`config.mk`:
```
export PLATFORM = sky130hd
export DESIGN_NAME = ceespu_uart_tx
export DESIGN_NICKNAME = d
export VERILOG_FILES = /design/src/rtl/ceespu_uart_tx.sv
export SDC_FILE = /design/constraint.sdc
export NUM_CORES = 1
export LEC_CHECK = 0
export ABC_AREA = 1
export CAP_MARGIN = 40
export CORE_ASPECT_RATIO = 0.9
export CORE_MARGIN = 8
export CORE_UTILIZATION = 28
export DETAILED_ROUTE_END_ITERATION = 10
export MAX_ROUTING_LAYER = met4
export PLACE_DENSITY = 0.57
export SETUP_SLACK_MARGIN = 0.2
export SYNTH_ARGS = -nofsm -noshare
export SYNTH_HDL_FRONTEND = slang
export SYNTH_SLANG_ARGS = --single-unit
export TNS_END_PERCENT = 10
```
`constraint.sdc`:
```
create_clock -name I_clk -period 2.8 [get_ports I_clk]
set_clock_uncertainty 0.05 [all_clocks]
set_input_delay 0.28 -clock I_clk [delete_from_list [all_inputs] [get_ports I_clk]]
set_output_delay 0.28 -clock I_clk [all_outputs]
set_load 0.005 [all_outputs]
```
`src/rtl/ceespu_uart_tx.sv`:
```
// ceespu_uart_tx: memory-mapped 8N1 UART transmitter for the ceespu data bus.
// Stores to TX_ADDR push bytes into a small FIFO; an FSM shifts them out LSB-first.
// A registered status byte {3'b0, parity_en, busy, overflow, empty, full} feeds the read mux.
// Optional feature macro: UART_TX_PARITY_EN adds an even-parity bit before the stop bit.
// Ports:
//   I_clk          system clock, rising edge
//   I_reset_n      asynchronous active-low reset
//   I_dmemAddress  CPU data-memory address
//   I_dmemData     store data, only [7:0] used
//   I_dmemWe       one-cycle store strobe
//   O_statusData   registered status byte
//   O_txFull       FIFO full, combinational from the count
//   O_tx           registered serial line, idles high
module ceespu_uart_tx #(
  parameter int unsigned CLKS_PER_BIT = 434,
  parameter int unsigned FIFO_DEPTH   = 4,
  parameter logic [15:0] TX_ADDR      = 16'hFFF9,
  parameter logic [15:0] STATUS_ADDR  = 16'hFFFA
) (
  input  logic        I_clk,
  input  logic        I_reset_n,
  input  logic [15:0] I_dmemAddress,
  input  logic [31:0] I_dmemData,
  input  logic        I_dmemWe,
  output logic [7:0]  O_statusData,
  output logic        O_txFull,
  output logic        O_tx
);

  localparam int unsigned PTR_W  = (FIFO_DEPTH > 1) ? $clog2(FIFO_DEPTH) : 1;
  localparam int unsigned CNT_W  = PTR_W + 1;
  localparam int unsigned BAUD_W = $clog2(CLKS_PER_BIT);

  localparam logic [2:0] S_IDLE   = 3'd0;
  localparam logic [2:0] S_START  = 3'd1;
  localparam logic [2:0] S_DATA   = 3'd2;
  localparam logic [2:0] S_STOP   = 3'd3;
`ifdef UART_TX_PARITY_EN
  localparam logic [2:0] S_PARITY = 3'd4;
  localparam logic       PAR_BIT  = 1'b1;
`else
  localparam logic       PAR_BIT  = 1'b0;
`endif

  // FIFO storage and bookkeeping
  logic [7:0]       r_mem [FIFO_DEPTH];
  logic [PTR_W-1:0] r_wr_ptr, r_rd_ptr;
  logic [CNT_W-1:0] r_count;
  logic             r_ovf;
  logic [7:0]       r_status;

  // Serializer state
  logic [2:0]        r_state, w_state_nxt;
  logic [BAUD_W-1:0] r_baud, w_baud_nxt;
  logic [2:0]        r_bit, w_bit_nxt;
  logic [7:0]        r_shift, w_shift_nxt;
  logic              r_tx, w_tx_nxt;
`ifdef UART_TX_PARITY_EN
  logic              r_par, w_par_nxt;
`endif

  logic       w_full, w_empty, w_push_req, w_push, w_clr, w_pop, w_baud_done, w_busy;
  logic [7:0] w_head;
  logic       w_unused_data;

  assign w_full      = (r_count == CNT_W'(FIFO_DEPTH));
  assign w_empty     = (r_count == '0);
  assign w_push_req  = I_dmemWe && (I_dmemAddress == TX_ADDR);
  assign w_push      = w_push_req && !w_full;
  assign w_clr       = I_dmemWe && (I_dmemAddress == STATUS_ADDR);
  assign w_head      = r_mem[r_rd_ptr];
  assign w_baud_done = (r_baud == BAUD_W'(CLKS_PER_BIT - 1));
  assign w_busy      = (r_state != S_IDLE);
  assign w_unused_data = ^I_dmemData[31:8];

  assign O_txFull     = w_full;
  assign O_tx         = r_tx;
  assign O_statusData = r_status;

  // Next-state and line logic; a pop always happens from IDLE or the end of STOP
  always_comb begin
    w_state_nxt = r_state;
    w_baud_nxt  = r_baud;
    w_bit_nxt   = r_bit;
    w_shift_nxt = r_shift;
    w_tx_nxt    = r_tx;
    w_pop       = 1'b0;
`ifdef UART_TX_PARITY_EN
    w_par_nxt   = r_par;
`endif
    case (r_state)
      S_IDLE: begin
        w_tx_nxt = 1'b1;
        if (!w_empty) begin
          w_pop       = 1'b1;
          w_shift_nxt = w_head;
`ifdef UART_TX_PARITY_EN
          w_par_nxt   = ^w_head;
`endif
          w_baud_nxt  = '0;
          w_bit_nxt   = '0;
          w_tx_nxt    = 1'b0;
          w_state_nxt = S_START;
        end
      end
      S_START: begin
        if (w_baud_done) begin
          w_baud_nxt  = '0;
          w_tx_nxt    = r_shift[0];
          w_state_nxt = S_DATA;
        end else begin
          w_baud_nxt = r_baud + BAUD_W'(1);
        end
      end
      S_DATA: begin
        if (w_baud_done) begin
          w_baud_nxt = '0;
          if (r_bit == 3'd7) begin
`ifdef UART_TX_PARITY_EN
            w_tx_nxt    = r_par;
            w_state_nxt = S_PARITY;
`else
            w_tx_nxt    = 1'b1;
            w_state_nxt = S_STOP;
`endif
          end else begin
            // Next bit is shift[1] because the shift lands at this same edge
            w_bit_nxt   = r_bit + 3'd1;
            w_shift_nxt = {1'b0, r_shift[7:1]};
            w_tx_nxt    = r_shift[1];
          end
        end else begin
          w_baud_nxt = r_baud + BAUD_W'(1);
        end
      end
`ifdef UART_TX_PARITY_EN
      S_PARITY: begin
        if (w_baud_done) begin
          w_baud_nxt  = '0;
          w_tx_nxt    = 1'b1;
          w_state_nxt = S_STOP;
        end else begin
          w_baud_nxt = r_baud + BAUD_W'(1);
        end
      end
`endif
      S_STOP: begin
        if (w_baud_done) begin
          w_baud_nxt = '0;
          if (!w_empty) begin
            // Back-to-back frame, no idle gap
            w_pop       = 1'b1;
            w_shift_nxt = w_head;
`ifdef UART_TX_PARITY_EN
            w_par_nxt   = ^w_head;
`endif
            w_bit_nxt   = '0;
            w_tx_nxt    = 1'b0;
            w_state_nxt = S_START;
          end else begin
            w_state_nxt = S_IDLE;
          end
        end else begin
          w_baud_nxt = r_baud + BAUD_W'(1);
        end
      end
      default: begin
        w_tx_nxt    = 1'b1;
        w_state_nxt = S_IDLE;
      end
    endcase
  end

  // FSM and line registers
  always_ff @(posedge I_clk or negedge I_reset_n) begin
    if (!I_reset_n) begin
      r_state <= S_IDLE;
      r_baud  <= '0;
      r_bit   <= '0;
      r_shift <= '0;
      r_tx    <= 1'b1;
`ifdef UART_TX_PARITY_EN
      r_par   <= 1'b0;
`endif
    end else begin
      r_state <= w_state_nxt;
      r_baud  <= w_baud_nxt;
      r_bit   <= w_bit_nxt;
      r_shift <= w_shift_nxt;
      r_tx    <= w_tx_nxt;
`ifdef UART_TX_PARITY_EN
      r_par   <= w_par_nxt;
`endif
    end
  end

  // FIFO data array, no reset needed
  always_ff @(posedge I_clk) begin
    if (w_push) r_mem[r_wr_ptr] <= I_dmemData[7:0];
  end

  // FIFO pointers, count, overflow flag and status byte
  always_ff @(posedge I_clk or negedge I_reset_n) begin
    if (!I_reset_n) begin
      r_wr_ptr <= '0;
      r_rd_ptr <= '0;
      r_count  <= '0;
      r_ovf    <= 1'b0;
      r_status <= 8'h00;
    end else begin
      if (w_push) r_wr_ptr <= r_wr_ptr + PTR_W'(1);
      if (w_pop)  r_rd_ptr <= r_rd_ptr + PTR_W'(1);
      if (w_push && !w_pop)      r_count <= r_count + CNT_W'(1);
      else if (!w_push && w_pop) r_count <= r_count - CNT_W'(1);
      // A clear wins over an overflow arriving in the same cycle
      if (w_clr)                     r_ovf <= 1'b0;
      else if (w_push_req && w_full) r_ovf <= 1'b1;
      r_status <= {3'b000, PAR_BIT, w_busy, r_ovf, w_empty, w_full};
    end
  end

endmodule

```
# Word level (Yosys, flattened, before mapping)
# Memories as Yosys holds them, arrays and structs flattened.
# Cells that the tools add are included.
[totals]
ff_bits = 36
ramBits = 32
out_inout_bits = 10
wordCells = 89
mem_count = 1
[op_classes]
addsub = 6
eq_ne = 15
muxes = 36
reduce_logical = 21
[memory_table]
columns = ["name", "words", "word_bits", "read_ports", "rd_ports_with_merged_regs", "write_ports", "line_no", "source"]
rows = [
  ["r_mem", 4, 8, 1, 0, 1, "46", "logic [7:0] r_mem [FIFO_DEPTH];"],
]
[op_table]
columns = ["op", "count"]
rows = [
  ["two-way mux 3 bit", 11],
  ["equality test 16 bit (second input constant)", 2],
  ["two-way mux 8 bit", 4],
  ["case mux 8 bit (3 select lines)", 1],
  ["two-way mux 9 bit", 2],
  ["case mux 9 bit (2 select lines)", 1],
  ["!= test 2 bit (second input constant)", 7],
  ["two-way mux 1 bit", 13],
  ["case mux 3 bit (4 select lines)", 1],
  ["adder 9 x 1 -> 9 bit (second input constant)", 1],
  ["equality test 9 bit (second input constant)", 1],
  ["case mux 3 bit (3 select lines)", 1],
  ["AND reduction 4 bit", 2],
  ["adder 3 x 1 -> 3 bit (second input constant)", 2],
  ["equality test 3 x 2 -> 1 bit (second input constant)", 2],
  ["equality test 3 bit (second input constant)", 2],
  ["logical AND 1 bit", 6],
  ["logical NOT 3 bit", 2],
  ["nonzero test 2 bit", 3],
  ["nonzero test 3 bit", 2],
  ["AND reduction 5 bit", 1],
  ["adder 2 x 1 -> 2 bit (second input constant)", 2],
  ["case mux 1 bit (4 select lines)", 1],
  ["equality test 3 x 1 -> 1 bit (second input constant)", 1],
  ["other kinds (5)", 7],
]

# Depth between registers and ports, before layout
# Gate-level depths: netlist (run 1).
[logic_depth]
ltp_word = 7
depth_mapped = 13
depth_no_buf = 13

# Least setup slack after synthesis (run 1)
# OpenSTA, ideal clock, no wires.
[synth_path]
path_type = "register to register"
start = "register r_baud[1]"
end = "register r_count[1]"
setup_ps = 125
t_arrival_ps = 2050
required_ps = 2625
path_slack_ps = 575
stages_incl_launch_ff = 12
n_path_buf = 0
synth_period_minus_slack_ps = 2225
path_cell_list = "dfrtp_1 -> inv_1 -> ha_1 -> nand2_1 -> nor2_2 -> nand2_4 -> nand2_1 -> nand2_1 -> ha_1 -> inv_1 -> fa_1 -> mux2_2"
[synth_between]
elab_chain_cells = 6
word_cells_on_any_way = 8
classes_between = "1 x eq/ne; 3 x mux; 4 x reduce/logical"
[synth_rtl]
columns = ["element", "line_no", "source"]
rows = [
  ["from (decl)", "54", "logic [BAUD_W-1:0] r_baud, w_baud_nxt;"],
  ["from (signal assigned)", "187", "r_baud <= w_baud_nxt;"],
  ["equality test 9 bit *", "72", "assign w_baud_done = (r_baud == BAUD_W'(CLKS_PER_BIT - 1));"],
  ["two-way mux 1 bit *", "148", "if (w_baud_done) begin"],
  ["case mux 1 bit (2 select lines) *", "91", "case (r_state)"],
  ["logical NOT 1 bit", "213", "if (w_push && !w_pop) r_count <= r_count + CNT_W'(1);"],
  ["logical AND 1 bit", "213", ""],
  ["two-way mux 3 bit or nonzero test 2 bit (tied branches)", "--", ""],
  ["to (signal assigned)", "213", ""],
  ["to (signal assigned)", "214", "else if (!w_push && w_pop) r_count <= r_count - CNT_W'(1);"],
  ["to (decl)", "48", "logic [CNT_W-1:0] r_count;"],
]
# Mark *: on every way between the ends. The rest lies on a longest branch, timed or not.
# A chain may end at the register's enable or synchronous reset.

# Worst setup path after layout (run 1)
[layout_path]
start = "register r_state[1]"
end = "register r_count[1]"
[layout_between]
elab_chain_cells = 5
word_cells_on_any_way = 8
classes_between = "1 x eq/ne; 2 x mux; 5 x reduce/logical"
[layout_rtl]
columns = ["element", "line_no", "source"]
rows = [
  ["from (decl)", "53", "logic [2:0] r_state, w_state_nxt;"],
  ["from (signal assigned)", "186", "r_state <= w_state_nxt;"],
  ["equality test 3 x 2 -> 1 bit or logical NOT 3 bit (tied branches)", "91", ""],
  ["case mux 1 bit (2 select lines) *", "91", ""],
  ["logical NOT 1 bit", "213", ""],
  ["logical AND 1 bit", "213", ""],
  ["two-way mux 3 bit or nonzero test 2 bit (tied branches)", "--", ""],
]
# Marks and branches as above.

==> results_dict.tcl, run 1 <==
set metrics [dict create \
    p_leak_nw 1.83 \
    slowest_stage "dfrtp_1" \
    die_h_um 119 \
    p_comb_share_pct 2.6 \
    yosys_warnings 0 \
    io_pins 61 \
    critical_path_class "reg -> reg" \
    power.internal_mw 1.79 \
    synth-edff-count 32 \
    grt_max_degree 36 \
    synth_area_per_cell_um2 8.97 \
    clkTransAtPathRegs_ns 0.05 \
    drc_errors 0 \
    max-clock-path-buffers 2 \
    rows 37 \
    pre_cts_ws_ns 0.243 \
    ant_nets 0 \
    io_buffer_count 32 \
    drt_iter0_drc 182 \
    clk_latency_ns 0.33 \
    cp-end-kind "flip-flop" \
    ys_async_sr_fraction_pct 52.2 \
    area_delta_synth_final_pct 24.8 \
    status "finished, violations left" \
    ys_seq_area_share_pct 55.6 \
    h-tree-depth 3 \
    relSlewSlack_pct 46.6 \
    drtPass1Iterations 4 \
    final_util_pct 36.0 \
    arrival_ns 2.56 \
    fin_crit_ns 2.39 \
    synthCells 369 \
    netlist_area_um2 3310 \
    layout_worst_path_cycle_share_pct 85.4 \
    finalSetupViolCount 0 \
    routedWlPerCell_um 11.6 \
    via_per_inst 4.28 \
    holdWs_ns -0.0131 \
    crit_chain "inv_1 -> ha_2 -> nor2_1 -> nor3_1 -> nand2_1 -> ha_1 -> inv_1 -> fa_1 -> mux2_2" \
    hold_violations 33 \
    start_util_pct 28.8 \
    p_seq_share_pct 46.1 \
    critPathMaxStageDelay_ns 0.41 \
    hold_path_class "in -> async" \
    tightestPinTransition_ns 0.802 \
    clockPowerShare_pct 51.3 \
    power_density_nw_per_um2 542 \
    path_max_fanout 5 \
    finalWirelength_um 6630 \
    die_w_um 131 \
    ys.flop_type "dfrtp_1" \
    vias 2446 \
    antenna_cells 0 \
    setup_tns_ns 0 \
    postCtsSetupBuffers 0 \
    yosysTopAreaCellShare_pct 29.0 \
    ir_drop_v 0.000528 \
    synth_cell_type_count 31 \
    drive_above_1_share_pct 9.38 \
    clockRootBuffer "clkbuf_16" \
    swShare_pct 20.2 \
    place_congestion 0.794 \
    required_ns 2.96 \
    switchingPower_mw 0.452 \
    synth-seq-cells 67 \
    yosys-top-cells-area "edfxtp_1, dfrtp_1, nand2_1, nand3_1, ha_1" \
    die_area_um2 15600 \
    failed_checks "negative hold slack" \
    synth_top_area_cell "edfxtp_1" \
    grt_pass1_vias 2515 \
    hpwl_um 4670 \
    cp_common_cell "inv_1" \
    fin_nets 476 \
    fmax_mhz 418 \
    synth_top_cells_by_count "nand2_1, nand3_1, inv_1, dfrtp_1, edfxtp_1" \
    maxCapViolCount 0 \
    yosysMostFrequentCell "nand2_1" \
    rsz0062_at_grt "false" \
    grt.overflow.total 0 \
    core-area_um2 11500 \
    cts_buffers 9 \
    clock_sinks 67 \
    fin_ws_ns 0.409 \
    grtUsageTotal_pct 9.73 \
    start_kind "flip-flop" \
    grt_pass1_wl_um 11700 \
    cts_tree "yes" \
    drv_slew 0 \
    antenna_found_initial 0 \
]
## area by class of cell
type,instances,area [µm²]
Fill cell,1194,7350
Sequential cell,67,1840
Multi-Input combinational cell,253,1260
Timing Repair Buffer,40,375
Clock buffer,10,239
Tap cell,156,195
Inverter,40,150
Clock inverter,6,72.6
## placed cells by master (no fill, tap or decap), drive strengths merged, types with 4 or more instances in the layout
cell,count
nand3,40
conb,4
a21oi,5
ha,13
inv,41
clkbuf,10
edfxtp,32
buf,9
nor2,25
nand4,5
o21ai,9
clkdlybuf4s50,31
dfrtp,34
nand2,137
## kinds of logic after synthesis
| family | after synthesis | synth area share [%] |
|---|---|---|
| AND/OR/NAND/NOR | 211 | 27.4 |
| flip-flops | 67 | 55.6 |
| buffers and inverters | 52 | 6.81 |
| AO/OA/AOI/OAI | 17 | 2.69 |
| adder cells (fa/ha/maj) | 14 | 5.52 |
| XOR/XNOR | 6 | 1.59 |
| other | 1 | 0.113 |
| multiplexers | 1 | 0.340 |
## state kept, by name (all words and copies together) (netlist names)
name and flops:
r_bit 3, O_tx 1, r_rd_ptr 2, r_count 3
O_statusData 4, r_shift 8, r_state 2, r_ovf 1
r_wr_ptr 2, r_mem 32, r_baud 9
## metrics by stage
step,instances,hold WS [ns],total power [mW],area [µm²]
final,572,-0.0131,2.24,4130
after CTS,572,0.00786,2.27,4130
after global placement,556,0.318,1.11,3810
after detailed placement,556,0.319,1.11,3810
after global routing,572,0.0580,2.32,4130
after floorplan,372,-0.0656,1.06,3320
## repair_timing
item / 4_1_cts / 5_1_grt
endpoints found under the setup margin: 0 / 1
resized for setup: 0 / 1
hold buffers: 0 / 0
## metal layers
metal	wire (µm)	track usage (%)	up-vias	part of all wire (%)
met2	3160	15.3	34	48
met3	286	3.35	9	4.3
met5	0	-	-	0
li1	-	-	1262	-
met4	99	3.30	0	1.5
met1	3080	11.4	1141	47
## power by group through the flow
stage          clock network (mW)  registers, mW  logic (mW)
5_1_grt                      1.22           1.03      0.0652
6_report                     1.15           1.03      0.0577
3_3_place_gp                    0           1.05      0.0573
3_5_place_dp                    0           1.05      0.0588
2_1_floorplan                   0           1.05      0.0110
4_1_cts                      1.18           1.03      0.0589
## worst paths after layout
| kind | startpoint | to | cells past startpoint | slack [ns] |
|---|---|---|---|---|
| max in group asynchronous | I_reset_n | r_shift[3]$_DFFE_PN0P_ | 1 | 2.21 |
| worst min register to register | r_ovf$_DFFE_PN0P_ | O_statusData[2]$_DFF_PN0_ | 0 | 0.33 |
| worst max register to register | r_state[1]$_DFFE_PN0P_ | r_count[1]$_DFFE_PN0P_ | 9 | 0.41 |
| worst max-delay path | r_state[1]$_DFFE_PN0P_ | r_count[1]$_DFFE_PN0P_ | 9 | 0.41 |
| min in group I_clk | r_ovf$_DFFE_PN0P_ | O_statusData[2]$_DFF_PN0_ | 0 | 0.33 |
| worst min-delay path | I_reset_n | r_baud[8]$_DFFE_PN0P_ | 1 | -0.01 |
## worst max-delay path: cells and delay by family (launching register included)
family / cells / cell delay [ns]
adders and majority gates: 3 / 0.85
and+or+nand+nor: 3 / 0.49
DFF: 1 / 0.41
muxes: 1 / 0.27
buffers and inverters: 2 / 0.19
Power figures use the tool's default switching activity.
==> inputs of run 2 (changes only) <==
- PLACE_DENSITY: 0.57 -> 0.46
==> results_dict.tcl, run 2 (same netlist as run 1, synthesis figures left out) <==
set metrics [dict create \
    fmax_mhz 415 \
    layout_worst_path_cycle_share_pct 86.0 \
    maxCapViolCount 0 \
    routedWlPerCell_um 11.8 \
    finalSetupViolCount 0 \
    via_per_inst 4.18 \
    clock_sinks 67 \
    arrival_ns 2.57 \
    status "finished clean" \
    drt_iter0_drc 109 \
    start_util_pct 28.8 \
    die_area_um2 15600 \
    cts_hold_buf 0 \
    place_area_um2 3850 \
    vias 2406 \
    grt_pass1_wl_um 11700 \
    ir_drop_v 0.000333 \
    h-tree-depth 3 \
    rsz0062_at_grt "false" \
    fin_nets 480 \
    io_pins 61 \
    max-clock-path-buffers 2 \
    cts_tree "yes" \
    startpoint "r_state[0]$_DFFE_PN0P_" \
    p_leak_nw 1.86 \
    clkTransAtPathRegs_ns 0.05 \
    r2r_setup_slack_ns 0.39 \
    cts_buffers 9 \
    design_area_um2 4170 \
    fin_ws_ns 0.392 \
    antenna_cells 0 \
    die_w_um 131 \
    grt_max_degree 36 \
    pre_cts_ws_ns 0.274 \
    start_kind "flip-flop" \
    largest_reg_flops 32 \
    core-area_um2 11500 \
    required_ns 2.96 \
    cp-end-kind "flip-flop" \
    die_h_um 119 \
    grt.overflow.total 0 \
    drtPass1Iterations 4 \
    reg_top3 "r_mem (32), r_baud (9), r_shift (8)" \
    grt_pass1_vias 2412 \
    hpwl_um 4760 \
    rows 37 \
    critical_path_class "reg -> reg" \
    io_buffer_count 32 \
    clockRootBuffer "clkbuf_16" \
    ant_nets 0 \
    hold_path_class "in -> async" \
    drc_errors 0 \
    reg2reg_from "r_state[0]$_DFFE_PN0P_" \
    fin_crit_ns 2.41 \
    antenna_found_initial 0 \
    area_delta_synth_final_pct 26.2 \
    finalWirelength_um 6770 \
    drive_above_1_share_pct 9.29 \
    place_congestion 0.730 \
    top_register "r_mem" \
    final_common_cell "nand2_1" \
    clk_latency_ns 0.32 \
    drv_slew 0 \
    hold_violations 0 \
    postCtsSetupBuffers 0 \
    power_density_nw_per_um2 549 \
    final_util_pct 36.4 \
    most-common-layout-cells "nand2_1, nand3_1, inv_1, dfrtp_1" \
    path_max_fanout 5 \
    grtUsageTotal_pct 9.97 \
    cts_resized 0 \
    setup_tns_ns 0 \
]
[run 2: cell types whose count changed in the layout (fill, tap and decap cells not counted), sizes merged]
cell           previous run  this run
buf                       9        12
bufinv                    1         2
clkbuf                   10        11
clkdlybuf4s50            31        32
clkinvlp                  1         0
inv                      41        40
[run 2: cell type report]
cell class / count / area, µm²
Clock buffer: 11 / 243
Clock inverter: 5 / 76.3
Timing Repair Buffer: 44 / 410
Sequential cell: 67 / 1840
Multi-Input combinational cell: 253 / 1260
Tap cell: 156 / 195
Fill cell: 1225 / 7310
Inverter: 40 / 150
[run 2: power breakdown]
part           internal, mW  total, mW  switching (mW)
logic                0.0349     0.0596          0.0247
clock network         0.800       1.20           0.397
registers              1.03       1.03       0.0000403
total                  1.87       2.29           0.421
[run 2: worst max-delay path: stages (launching register included)]
cell	delay [ns]
dfrtp_1	0.41
inv_1	0.10
ha_1	0.27
nor2_1	0.11
nor3_2	0.21
nand2_1	0.16
ha_1	0.21
inv_1	0.09
fa_1	0.42
mux2_2	0.26
[run 2: final timing paths]
kind,depth (start not counted),to
max,9,r_count[1]$_DFFE_PN0P_
min,2,O_statusData[0]$_DFF_PN0_
max reg2reg,9,r_count[1]$_DFFE_PN0P_
min reg2reg,0,O_statusData[2]$_DFF_PN0_
max in group asynchronous,2,O_tx$_DFFE_PN1P_
min in group I_clk,0,O_statusData[2]$_DFF_PN0_
[run 2: metal layers]
metal / up-vias / wire length [µm] / GRT usage, %
li1: 1268 / - / -
met1: 1093 / 3360 / 12.5
met2: 37 / 3080 / 14.9
met3: 8 / 238 / 2.45
met4: 0 / 95 / 4.30
met5: - / 0 / -
[run 2: stage by stage]
| step | total power, mW | instances | hold slack (ns) |
|---|---|---|---|
| finish | 2.29 | 576 | 0.320 |
| detailed placement | 1.11 | 560 | 0.315 |
| global placement | 1.11 | 560 | 0.318 |
| global route | 2.38 | 576 | 0.338 |
| floorplan | 1.06 | 372 | -0.0656 |
| CTS | 2.33 | 576 | 0.328 |
